==> config.mk <==
export PLATFORM = sky130hd
export DESIGN_NAME = mult_div_seq
export DESIGN_NICKNAME = d
export VERILOG_FILES = /design/src/rtl/mult_div_seq.sv
export SDC_FILE = /design/constraint.sdc
export NUM_CORES = 1
export LEC_CHECK = 0
export CORE_MARGIN = 1.5
export CORE_UTILIZATION = 48
export CTS_CLUSTER_SIZE = 40
export DETAILED_ROUTE_END_ITERATION = 6
export PLACE_DENSITY = 0.7
export SKIP_CTS_REPAIR_TIMING = 1
export SYNTH_ARGS = -nofsm -noshare
export SYNTH_HDL_FRONTEND = slang
export SYNTH_SLANG_ARGS = --single-unit
==> constraint.sdc <==
create_clock -name clock -period 4.8 [get_ports clock]
set_input_delay 0.48 -clock clock [delete_from_list [all_inputs] [get_ports clock]]
set_output_delay 0.48 -clock clock [all_outputs]
set_load 0.005 [all_outputs]
==> src/rtl/mult_div_seq.sv <==
`default_nettype none
// ============================================================================
// mult_div_seq : iterative radix-2 multiply / restoring divide owning HI/LO
// Revision     : 1.0
// ============================================================================
module mult_div_seq #(
  parameter int WIDTH = 32
) (
  input  logic             clock,
  input  logic             reset,
  input  logic             start,
  input  logic [1:0]       OP,
  input  logic [WIDTH-1:0] In1,
  input  logic [WIDTH-1:0] In2,
  input  logic             write_hi,
  input  logic             write_lo,
  input  logic [WIDTH-1:0] wdata,
  output logic             busy,
  output logic             done,
  output logic             div_by_zero,
  output logic [WIDTH-1:0] hi,
  output logic [WIDTH-1:0] lo
);

  localparam int CNT_W = $clog2(WIDTH);
  localparam logic [CNT_W-1:0] C_LAST_CNT = CNT_W'(WIDTH - 1);
  localparam logic [1:0] C_OP_MULT  = 2'b00;
  localparam logic [1:0] C_OP_MULTU = 2'b01;
  localparam logic [1:0] C_OP_DIV   = 2'b10;

  typedef enum logic [1:0] {
    IDLE = 2'd0,
    ITER = 2'd1,
    FIN  = 2'd2
  } state_t;

  state_t           state_q, state_d;
  logic [1:0]       op_q, op_d;
  logic             sign1_q, sign1_d;
  logic             sign2_q, sign2_d;
  logic [WIDTH-1:0] acc_q, acc_d;     // multiply upper accumulator / divide remainder
  logic [WIDTH-1:0] work_q, work_d;   // multiplier / quotient
  logic [WIDTH-1:0] opnd_q, opnd_d;   // multiplicand / divisor magnitude
  logic [CNT_W-1:0] cnt_q, cnt_d;
  logic [WIDTH-1:0] hi_q, hi_d;
  logic [WIDTH-1:0] lo_q, lo_d;
  logic             done_q, done_d;
  logic             dbz_q, dbz_d;

  logic             is_signed;
  logic [WIDTH:0]   sum;
  logic [WIDTH:0]   rem_sh;
  logic [2*WIDTH-1:0] prod;

  always_comb begin
    state_d   = state_q;
    op_d      = op_q;
    sign1_d   = sign1_q;
    sign2_d   = sign2_q;
    acc_d     = acc_q;
    work_d    = work_q;
    opnd_d    = opnd_q;
    cnt_d     = cnt_q;
    hi_d      = hi_q;
    lo_d      = lo_q;
    done_d    = 1'b0;
    dbz_d     = dbz_q;
    is_signed = ~OP[0];
    sum       = '0;
    rem_sh    = '0;
    prod      = {acc_q, work_q};

    case (state_q)
      IDLE: begin
        if (start) begin
          op_d    = OP;
          sign1_d = In1[WIDTH-1];
          sign2_d = In2[WIDTH-1];
          acc_d   = '0;
          work_d  = (is_signed && In1[WIDTH-1]) ? -In1 : In1;
          opnd_d  = (is_signed && In2[WIDTH-1]) ? -In2 : In2;
          cnt_d   = '0;
          dbz_d   = 1'b0;
          state_d = (OP[1] && (In2 == '0)) ? FIN : ITER;
        end else begin
          if (write_hi) hi_d = wdata;
          if (write_lo) lo_d = wdata;
        end
      end

      ITER: begin
        if (!op_q[1]) begin
          sum    = {1'b0, acc_q} + (work_q[0] ? {1'b0, opnd_q} : '0);
          acc_d  = sum[WIDTH:1];
          work_d = {sum[0], work_q[WIDTH-1:1]};
        end else begin
          // Remainder can momentarily need WIDTH+1 bits before the subtract.
          rem_sh = {acc_q, work_q[WIDTH-1]};
          if (rem_sh >= {1'b0, opnd_q}) begin
            acc_d  = rem_sh[WIDTH-1:0] - opnd_q;
            work_d = {work_q[WIDTH-2:0], 1'b1};
          end else begin
            acc_d  = rem_sh[WIDTH-1:0];
            work_d = {work_q[WIDTH-2:0], 1'b0};
          end
        end
        cnt_d = cnt_q + 1'b1;
        if (cnt_q == C_LAST_CNT) state_d = FIN;
      end

      FIN: begin
        state_d = IDLE;
        done_d  = 1'b1;
        if (op_q[1] && (opnd_q == '0)) begin
          dbz_d = 1'b1;
        end else if (op_q == C_OP_MULT) begin
          if (sign1_q ^ sign2_q) prod = -prod;
          {hi_d, lo_d} = prod;
        end else if (op_q == C_OP_MULTU) begin
          {hi_d, lo_d} = {acc_q, work_q};
        end else if (op_q == C_OP_DIV) begin
          lo_d = (sign1_q ^ sign2_q) ? -work_q : work_q;
          hi_d = sign1_q ? -acc_q : acc_q;
        end else begin
          lo_d = work_q;
          hi_d = acc_q;
        end
      end

      default: state_d = IDLE;
    endcase
  end

  always_ff @(posedge clock) begin
    if (reset) begin
      state_q <= IDLE;
      op_q    <= '0;
      sign1_q <= 1'b0;
      sign2_q <= 1'b0;
      acc_q   <= '0;
      work_q  <= '0;
      opnd_q  <= '0;
      cnt_q   <= '0;
      hi_q    <= '0;
      lo_q    <= '0;
      done_q  <= 1'b0;
      dbz_q   <= 1'b0;
    end else begin
      state_q <= state_d;
      op_q    <= op_d;
      sign1_q <= sign1_d;
      sign2_q <= sign2_d;
      acc_q   <= acc_d;
      work_q  <= work_d;
      opnd_q  <= opnd_d;
      cnt_q   <= cnt_d;
      hi_q    <= hi_d;
      lo_q    <= lo_d;
      done_q  <= done_d;
      dbz_q   <= dbz_d;
    end
  end

  assign busy        = (state_q != IDLE);
  assign done        = done_q;
  assign div_by_zero = dbz_q;
  assign hi          = hi_q;
  assign lo          = lo_q;

endmodule
`default_nettype wire
* Word-level counts from Yosys, hierarchy flattened *
Cells that the tools add are included.

cells by class
  $add $sub $neg = 8
  $lt $le $gt $ge = 1
  equality and inequality tests = 12
  multiplexer cells = 38
  bitwise gates (word level) = 2
  reductions and logical operators = 17

operator list
  cell                                            count
  two-way mux 32 bit                              22
  one-hot mux 32 bit (2 select lines)             4
  negator 32 bit                                  4
  zero test 32 bit                                2
  two-way mux 64 bit                              1
  negator 64 bit                                  1
  adder 32 x 32 -> 33 bit                         1
  greater-or-equal comparator 33 x 32 -> 1 bit    1
  subtractor 32 bit                               1
  inequality test 2 bit (second input constant)   7
  one-hot mux 5 bit (2 select lines)              1
  AND reduction 4 bit                             2
  two-way mux 2 bit                               3
  AND reduction 2 bit                             3
  nonzero test 2 bit                              3
  adder 5 x 1 -> 5 bit (second input constant)    1
  == test 5 bit (second input constant)           1
  two-way mux 5 bit                               1
  == test 2 x 1 -> 1 bit (second input constant)  2
  == test 2 bit (second input constant)           2
  logical AND 1 bit                               4
  zero test 2 bit                                 2
  two-way mux 1 bit                               4
  one-hot mux 2 bit (2 select lines)              1
  4 further kinds                                 4

word-level totals
  register bits after elaboration = 173
  output and inout port bits = 67

* Depth between registers and ports, before layout *
Gate-level depths: netlist of the first run.

  depth in word-level cells = 7
  depth in mapped cells = 13
  depth with buffers taken out = 12

* Least setup slack after synthesis of the first run *
Ideal clock, no wire load.

  path type = register to register
  start = reg work_q[0]
  end = reg acc_q[17]
  library setup time = 0.125 ns
  arrival time = 2.919 ns
  required time = 4.675 ns
  setup slack = 1.756 ns
  stages on the path, launching flop included = 13
  path buffers = 1
  cell sequence = dfxtp_1 > inv_1 > clkbuf_1 > nor2_1 > ha_1 > o211ai_1 > a21o_1 > a211oi_1 > o31ai_1 > a21oi_1 > or4b_2 > a32oi_1 > o21ai_0

on the way
  word-level cells in the longest chain between the ends = 4

RTL lines
  item                                 RTL line  text
  start, declared                      42        logic [WIDTH-1:0] work_q, work_d;
  start signal, assigned               154       work_q <= work_d;
  two-way mux 32 bit                   93        sum = {1'b0, acc_q} + (work_q[0] ? {1'b0, opnd_q} : '0);
  adder 32 x 32 -> 33 bit              93
  two-way mux 32 bit                   92        if (!op_q[1]) begin
  one-hot mux 32 bit (2 select lines)  73        case (state_q)
  end signal, assigned                 140       acc_q <= '0;
  end signal, assigned                 153       acc_q <= acc_d;
  end, declared                        41        logic [WIDTH-1:0] acc_q, acc_d;

No other way between the ends.
A chain may end at the register's enable or synchronous reset.

* Final worst setup path of the first run *
Same ends and word-level chain as after synthesis.

==> results of run 1 <==
==> cells in the final DEF, fill, tap and decap left out, drive strengths merged, types with 11 or more instances in the layout <==
cell type      count
a211o             12
a211oi           119
a21o              40
a21oi            177
a22oi             14
a311oi            19
a31oi             30
and3              25
buf               36
clkbuf            19
clkdlybuf4s50    168
dfxtp            173
ha                70
inv               67
mux2i             42
nand2            171
nand2b            16
nand3             35
nand4             14
nor2             237
nor2b             16
nor3              54
nor4              26
o21ai            130
o31ai             26
o41ai             12
or3               26
or4               11
xnor2             76
xor2              76
==> kinds of logic after synthesis <==
kind of cell | synth area share, %
multiplexers | 3.126
XOR/XNOR | 9.164
AND/OR/NAND/NOR | 21.75
AO/OA/AOI/OAI | 30.60
flip-flops | 23.84
buffers and inverters | 5.219
adder cells (fa/ha/maj) | 6.304
==> sequential cells by signal (all words and copies together), names as in the netlist <==
register / cells
hi: 32
sign1_q: 1
acc_q: 32
cnt_q: 5
op_q: 2
state_q: 2
opnd_q: 32
lo: 32
div_by_zero: 1
done: 1
work_q: 32
sign2_q: 1
==> critical path, delay by kind of cell, from the launching register on <==
kind	cells	cell delay [ns]
AOI/OAI and AO/OA	7	1.80
and+or+nand+nor	2	0.78
buffers and inverters	1	0.50
DFF	1	0.38
adders and majority gates	1	0.37
==> area by class of cell <==
type	instances	area, sq um
Clock buffer	19	442.9
Clock inverter	13	176.4
Fill cell	2894	12610
Inverter	62	232.7
Multi-Input combinational cell	1611	10350
Sequential cell	173	3465
Tap cell	390	488.0
Timing Repair Buffer	204	1952
==> worst paths after layout <==
| check | cells after the start | startpoint | endpoint | slack [ns] |
|---|---|---|---|---|
| worst min-delay path | 2 | hi[29]$_SDFFE_PP0P_ | hi[29]$_SDFFE_PP0P_ | 0.46 |
| worst min register to register | 2 | hi[29]$_SDFFE_PP0P_ | hi[29]$_SDFFE_PP0P_ | 0.46 |
| worst max-delay path | 11 | work_q[0]$_SDFFE_PP0P_ | acc_q[17]$_SDFFE_PP0P_ | 0.85 |
| worst max register to register | 11 | work_q[0]$_SDFFE_PP0P_ | acc_q[17]$_SDFFE_PP0P_ | 0.85 |
==> through the flow <==
stage	area [sq um]	hold WS (ns)
3_5_place_dp	16490	0.4490
6_report	17110	0.4561
5_1_grt	17110	0.4792
4_1_cts	17110	0.4587
2_1_floorplan	14530	0.4445
3_3_place_gp	16490	0.4463
==> synth_stat cells (8+ instances only) <==
| cell type | count |
|---|---|
| sky130_fd_sc_hd__nor2_1 | 237 |
| sky130_fd_sc_hd__a21oi_1 | 176 |
| sky130_fd_sc_hd__dfxtp_1 | 173 |
| sky130_fd_sc_hd__nand2_1 | 171 |
| sky130_fd_sc_hd__o21ai_0 | 126 |
| sky130_fd_sc_hd__a211oi_1 | 119 |
| sky130_fd_sc_hd__clkbuf_1 | 118 |
| sky130_fd_sc_hd__xnor2_1 | 76 |
| sky130_fd_sc_hd__xor2_1 | 76 |
| sky130_fd_sc_hd__ha_1 | 70 |
| sky130_fd_sc_hd__inv_1 | 61 |
| sky130_fd_sc_hd__nor3_1 | 52 |
| sky130_fd_sc_hd__mux2i_1 | 42 |
| sky130_fd_sc_hd__a21o_1 | 40 |
| sky130_fd_sc_hd__nand3_1 | 34 |
| sky130_fd_sc_hd__a31oi_1 | 30 |
| sky130_fd_sc_hd__o31ai_1 | 26 |
| sky130_fd_sc_hd__or3_1 | 26 |
| sky130_fd_sc_hd__and3_1 | 25 |
| sky130_fd_sc_hd__nor4_1 | 24 |
| sky130_fd_sc_hd__a311oi_1 | 19 |
| sky130_fd_sc_hd__nand2b_1 | 16 |
| sky130_fd_sc_hd__nor2b_1 | 16 |
| sky130_fd_sc_hd__a22oi_1 | 14 |
| sky130_fd_sc_hd__nand4_1 | 14 |
| sky130_fd_sc_hd__a211o_1 | 12 |
| sky130_fd_sc_hd__buf_1 | 11 |
| sky130_fd_sc_hd__and2_1 | 10 |
| sky130_fd_sc_hd__o211ai_1 | 10 |
| sky130_fd_sc_hd__or4_1 | 10 |
| sky130_fd_sc_hd__o41ai_1 | 9 |
| sky130_fd_sc_hd__o21bai_1 | 8 |
==> layer usage <==
metal  vias to the layer above  part of all wire [%]
met3                        81                   8.2
met1                      7418                    47
met2                       724                    43
li1                       7486                     -
met5                         -                 0.025
met4                         2                   2.4
==> power by group through the flow <==
stage               registers [uW]  clock network (uW)  logic (uW)
finish                        1660                1530        1570
global route                  1670                1590        1700
CTS                           1650                1540        1540
detailed placement            1690                   0        1530
global placement              1680                   0        1530
floorplan                     1630                   0        1030
==> qor_table.md, run 1 <==
| Item | Value |
| --- | --- |
| Count of non-filler cells in the finished layout | 2472 |
| Global routing usage on met3 | 4.704% |
| Global route overflow | 0 |
| Switching share of power | 37.00% |
| Main area contributors after synthesis | sky130_fd_sc_hd__dfxtp_1, sky130_fd_sc_hd__a211oi_1, sky130_fd_sc_hd__nor2_1, sky130_fd_sc_hd__a21oi_1, sky130_fd_sc_hd__ha_1 |
| Unrepaired setup endpoints after global routing | no |
| Final count of hold timing violations | 0 |
| Routability congestion estimate | 0.9829 |
| Ordered cell list for the critical path | inv_1, nor2_1, ha_1, o211ai_1, a21o_1, a211oi_1, o31ai_1, a21oi_1, or4b_2, a32oi_1, o21ai_0 |
| # rows | 63 |
| Detailed placement HPWL | 39870 microns |
| Number of H-tree levels | 4 |
| Total clock buffers created by CTS | 17 |
| Achievable Freq | 0.2530 GHz |
| Vias per Instance | 6.356 |
| Drt first-iter violations | 1430 |
| Proportion of power drawn by the clock network | 32.2% |
| Count of unique library cells instantiated by Yosys | 78 |
| TritonCTS Sinks | 173 |
| Maximum clock skew at final layout | 0.01118 ns |
| MaxCap Viol Count | 0 |
| Area Growth Syn to Fin | 17.78% |
| Routed len/inst | 21.18 microns |
| DRT antenna net count | 0 |
| Power per cell area | 278.4 nW/um^2 |
| #FFs+latches synth | 173 |
| N_diodes | 0 |
| Post-Syn Instances | 1982 |
| Slowest-stage cell, CP | sky130_fd_sc_hd__o31ai_1 |
| Minimum clock period | 3.952 ns |
| Max rail drop VDD | 240.6 uV |
| Total via count in the routed design | 15710 |
| Minimum setup slack in the final design | 0.8476 ns |
| Max_slew headroom | 20.66% |
| Final Util | 57.58% |
| Area share of the largest cell type after synthesis | 23.84% |
| Global-route wire length before repair | 80650 microns |
| Net count, final | 2244 |
| Sequential power share | 34.8% |
| Pre-antenna DRT Iters | 7 |
| Share of final-layout standard cells stronger than drive strength 1 | 5.139% |
| Comb power frac | 33.0% |
| CTS tree | built |
| Data arrival time of the critical path | 4.28 ns |
| Final total power | 4763 uW |
| Total of endpoints with negative setup slack in the final report | 0 |
| Critical path peak fanout | 18 |
| Number of warnings printed during yosys synthesis | 0 |
| Average cell area after synthesis | 7.330 sq um |
| Number of antenna violations at the first check in global routing | 1 |
| Die Span Y | 177.0 microns |
| Count of pins over their slew limit | 0 |
| Critical path data required time | 5.13 ns |
| Number of global-route vias before repair | 14370 |
| Post-Syn Nets | 2157 |
| Start-to-end type of the worst setup path | flip-flop to flip-flop |
| Mapped Area | 14530 sq um |
| Core ar. | 29720 sq um |
| Ys flop type | sky130_fd_sc_hd__dfxtp_1 |
| Clock Tree Root | sky130_fd_sc_hd__clkbuf_16 |
| Status | completed |
| Capturing element type of the critical path | flip-flop |
| Die area | 31320 sq um |
| Worst min path class | flip-flop to flip-flop |
| Number of buffer cells added on primary ports | 169 |
| Worst setup slack after placement | 0.9182 ns |
| Placed Cells incl. Taps | 2440 |
| Clock latency of the later-clocked register in the worst-skew pair | 0.45 ns |
| Bufs on Longest Clock Path | 2 |
| Met2 track utilization from global routing | 49.59% |
| Internal power | 3001 uW |
| Met1 Use GR | 47.94% |
| Setup TNS | 0 ns |
| Layer with the highest usage | met2 |
| EDFF count, synth | 0 |
| Die width | 177.0 microns |
| Leak pwr | 0.006628 uW |
| Fraction of synthesis flops using an asynchronous set or reset pin | 0% |
| Psw | 1762 uW |
| Worst setup SP type | flip-flop |
| Final critical-path share of the clock period | 82.34% |
| Dominant cell type by area after synthesis | sky130_fd_sc_hd__dfxtp_1 |
| Fraction of the yosys area taken by sequential cells | 23.84% |
| GRT Util Overall | 32.88% |
| Actual slew at the worst max-slew pin | 1.186 ns |
| Maximum number of pins on one net before global-route repair | 90 |
| Number of top-level design ports | 170 |
| Sum of routed wire length over all layers | 52360 microns |
| Number of remaining DRC errors | 0 |
| Max incr delay on CP | 0.88 ns |
| Initial Utilization | 48.89% |
| Clock transition time at the flip-flop clock pins of the worst setup and hold paths | 0.07 ns |
(Power assumes the default switching activity.)
==> run 2: changes to the inputs <==
- PLACE_DENSITY: 0.7 -> 0.73
- clock period: 4.8 -> 3.25 ns (I/O delays scaled with it)
==> run 2 against run 1 <==
The run now ends with DRC left; combinational power up 57%; flip-flop and latch count unchanged; global-route usage up 0.39 points; cell area up 3.8%; routed wire length up 1.7%; first-iteration DRC count up 12%; utilization up 2.2 points; total power up 47%; via count up 2.7%; clock power up 37%; clock-buffer cell count down 1; hold slack worse by 0.19 ns.
==> qor_table.md, run 2 (synthesis results as in run 1) <==
| Item | Value | Delta |
| --- | --- | --- |
| Status | finished, violations left |  |
| Violated checks | DRC |  |
| Clock Tree Root | sky130_fd_sc_hd__clkbuf_16 |  |
| Final worst hold slack | 0.2664 ns | -0.1897 ns |
| Worst-case register-to-register setup slack | 0.1 ns | -0.75 ns |
| Total of endpoints with negative setup slack in the final report | 0 | unchanged |
| CTS tree | built |  |
| Die Span Y | 177.0 microns | unchanged |
| Ordered cell list for the critical path | inv_1, ha_1, a21o_1, a211o_1, a211o_1, a31o_2, a22oi_1, and2_1, buf_4, buf_12, a221oi_1, a221oi_1 |  |
| Total clock buffers created by CTS | 17 | unchanged |
| Worst min path class | primary input to flip-flop |  |
| Number of remaining DRC errors | 1 | +1 |
| Critical path data required time | 3.58 ns | -1.55 ns |
| GRT Util Overall | 33.27% | +0.39 points |
| Maximum clock skew at final layout | 0.01682 ns | +0.005640 ns |
| Count of pins over their slew limit | 0 | unchanged |
| Slowest-stage cell, CP | sky130_fd_sc_hd__dfxtp_1 |  |
| Final critical-path share of the clock period | 97.04% | +15 points |
| Hold path startpoint | reset |  |
| Achievable Freq | 0.3171 GHz | +25% |
| Worst flop-to-flop path startpoint | opnd_q[30]$_SDFFE_PP0P_ |  |
| Number of buffer cells added on primary ports | 169 | unchanged |
| Net count, final | 2319 | +3.3% |
| Max rail drop VDD | 377.8 uV | +57% |
| Detailed placement HPWL | 41040 microns | +2.9% |
| Minimum clock period | 3.154 ns | -0.7987 ns |
| Met1 Use GR | 47.59% | -0.35 points |
| Number of H-tree levels | 4 | unchanged |
| Initial Utilization | 48.89% | unchanged |
| WP buf/inv | 3 | +2 |
| Filler Cell Count | 2759 | -4.7% |
| Die area | 31320 sq um | unchanged |
| Number of top-level design ports | 170 | unchanged |
| # rows | 63 | unchanged |
| Vias per Instance | 6.338 | -0.28% |
| TritonCTS Sinks | 173 | unchanged |
| Pre-antenna DRT Iters | 7 | unchanged |
| Clock latency of the later-clocked register in the worst-skew pair | 0.44 ns | about the same |
| End point of the worst hold path | state_q[0]$_SDFFE_PP0P_ |  |
| N_diodes | 0 | unchanged |
| Total via count in the routed design | 16140 | +2.7% |
| Global-route wire length before repair | 82240 microns | +2.0% |
| CP top delay family | compound AO/OA/AOI/OAI gates |  |
| Critical path depth | 12 | +1 |
| Power per cell area | 394.3 nW/um^2 | +42% |
| Final total power | 7006 uW | +47% |
| Critical path peak fanout | 7 | -11 |
| Maximum number of pins on one net before global-route repair | 90 | unchanged |
| Area Growth Syn to Fin | 22.31% |  |
| Path depth of the worst reg2reg path | 12 | +1 |
| Routed len/inst | 20.91 microns | -1.3% |
| Sum of routed wire length over all layers | 53260 microns | +1.7% |
| Routability congestion estimate | 1.062 | +8.0% |
| Worst setup SP type | flip-flop |  |
| Actual slew at the worst max-slew pin | 0.9923 ns | -0.1934 ns |
| Capturing element type of the critical path | flip-flop |  |
| Max incr delay on CP | 0.44 ns | -0.44 ns |
| Leak pwr | 0.007028 uW | +6.0% |
| Global routing usage on met3 | 5.176% | +0.47 points |
| Number of antenna violations at the first check in global routing | 0 | -1 |
| Share of final-layout standard cells stronger than drive strength 1 | 9.179% | +4.0 points |
| Global route overflow | 0 | unchanged |
| Core ar. | 29720 sq um | unchanged |
| Data arrival time of the critical path | 3.49 ns | -0.79 ns |
| Die width | 177.0 microns | unchanged |
| Met2 track utilization from global routing | 51.17% | +1.6 points |
| Max_slew headroom | 33.85% | +13 points |
| MaxCap Viol Count | 0 | unchanged |
| Drt first-iter violations | 1597 | +12% |
| Start-to-end type of the worst setup path | flip-flop to flip-flop |  |
| Destination of the worst register-to-register timing path | acc_q[28]$_SDFFE_PP0P_ |  |
| Final count of hold timing violations | 0 | unchanged |
| Clock transition time at the flip-flop clock pins of the worst setup and hold paths | 0.08 ns | about the same |
| Hold Path Cell Cnt | 2 | unchanged |
| Most frequent cells in the layout | sky130_fd_sc_hd__nor2_1, sky130_fd_sc_hd__a21oi_1, sky130_fd_sc_hd__nand2_1, sky130_fd_sc_hd__dfxtp_1, sky130_fd_sc_hd__clkdlybuf4s50_1 |  |
| Commonest non-fill, non-tap cell in the layout | sky130_fd_sc_hd__nor2_1 |  |
| Bufs on Longest Clock Path | 2 | unchanged |
| DRT antenna net count | 0 | unchanged |
| Number of global-route vias before repair | 14830 | +3.2% |
| Layer with the highest usage | met2 |  |
## run 2: cell type report
| type | instances | area (sq um) | share of cell area [%] |
|---|---|---|---|
| clock buffer | 18 | 429.2 | 2.415 |
| clock inverter | 14 | 143.9 | 0.8098 |
| inverter | 62 | 232.7 | 1.310 |
| multi-input combinational | 1611 | 10430 | 58.70 |
| sequential | 173 | 3467 | 19.51 |
| tap | 390 | 488.0 | 2.746 |
| timing repair buffer | 279 | 2577 | 14.51 |
## run 2: worst max-delay path by stage
stage,start,endpoint
detailed placement,work_q[31]$_SDFFE_PP0P_,acc_q[30]$_SDFFE_PP0P_
CTS,work_q[31]$_SDFFE_PP0P_,acc_q[30]$_SDFFE_PP0P_
global placement,work_q[31]$_SDFFE_PP0P_,acc_q[24]$_SDFFE_PP0P_
finish,opnd_q[30]$_SDFFE_PP0P_,acc_q[28]$_SDFFE_PP0P_
floorplan,work_q[0]$_SDFFE_PP0P_,acc_q[17]$_SDFFE_PP0P_
global route,work_q[0]$_SDFFE_PP0P_,acc_q[24]$_SDFFE_PP0P_
## run 2: where the power goes
part	leakage (uW)	switching (uW)	internal, uW	total (uW)
registers	0.00142	180	2260	2440
logic	0.00533	1440	1020	2460
clock network	0.000277	1080	1030	2100
total	0.00703	2690	4310	7010
## run 2: stage by stage
| stage | std cells | util (%) | TNS [ns] | instance area (sq um) | setup slack, ns |
|---|---|---|---|---|---|
| floorplan | 1982 | - | 0 | 14530 | 0.2057 |
| global placement | 2514 | 57.56 | 0 | 17100 | 0.1168 |
| detailed placement | 2514 | 57.56 | -0.02915 | 17100 | -0.02915 |
| CTS | 2546 | 59.48 | -0.04930 | 17680 | -0.04930 |
| global route | 2547 | 59.79 | -0.03403 | 17770 | -0.01499 |
| finish | 2547 | 59.79 | 0 | 17770 | 0.09629 |
## run 2: layer usage
metal  up-vias  wire (microns)
met5         -               0
li1       7628               -
met2       799           23130
met4         0            1558
met3       127            4868
met1      7589           23710
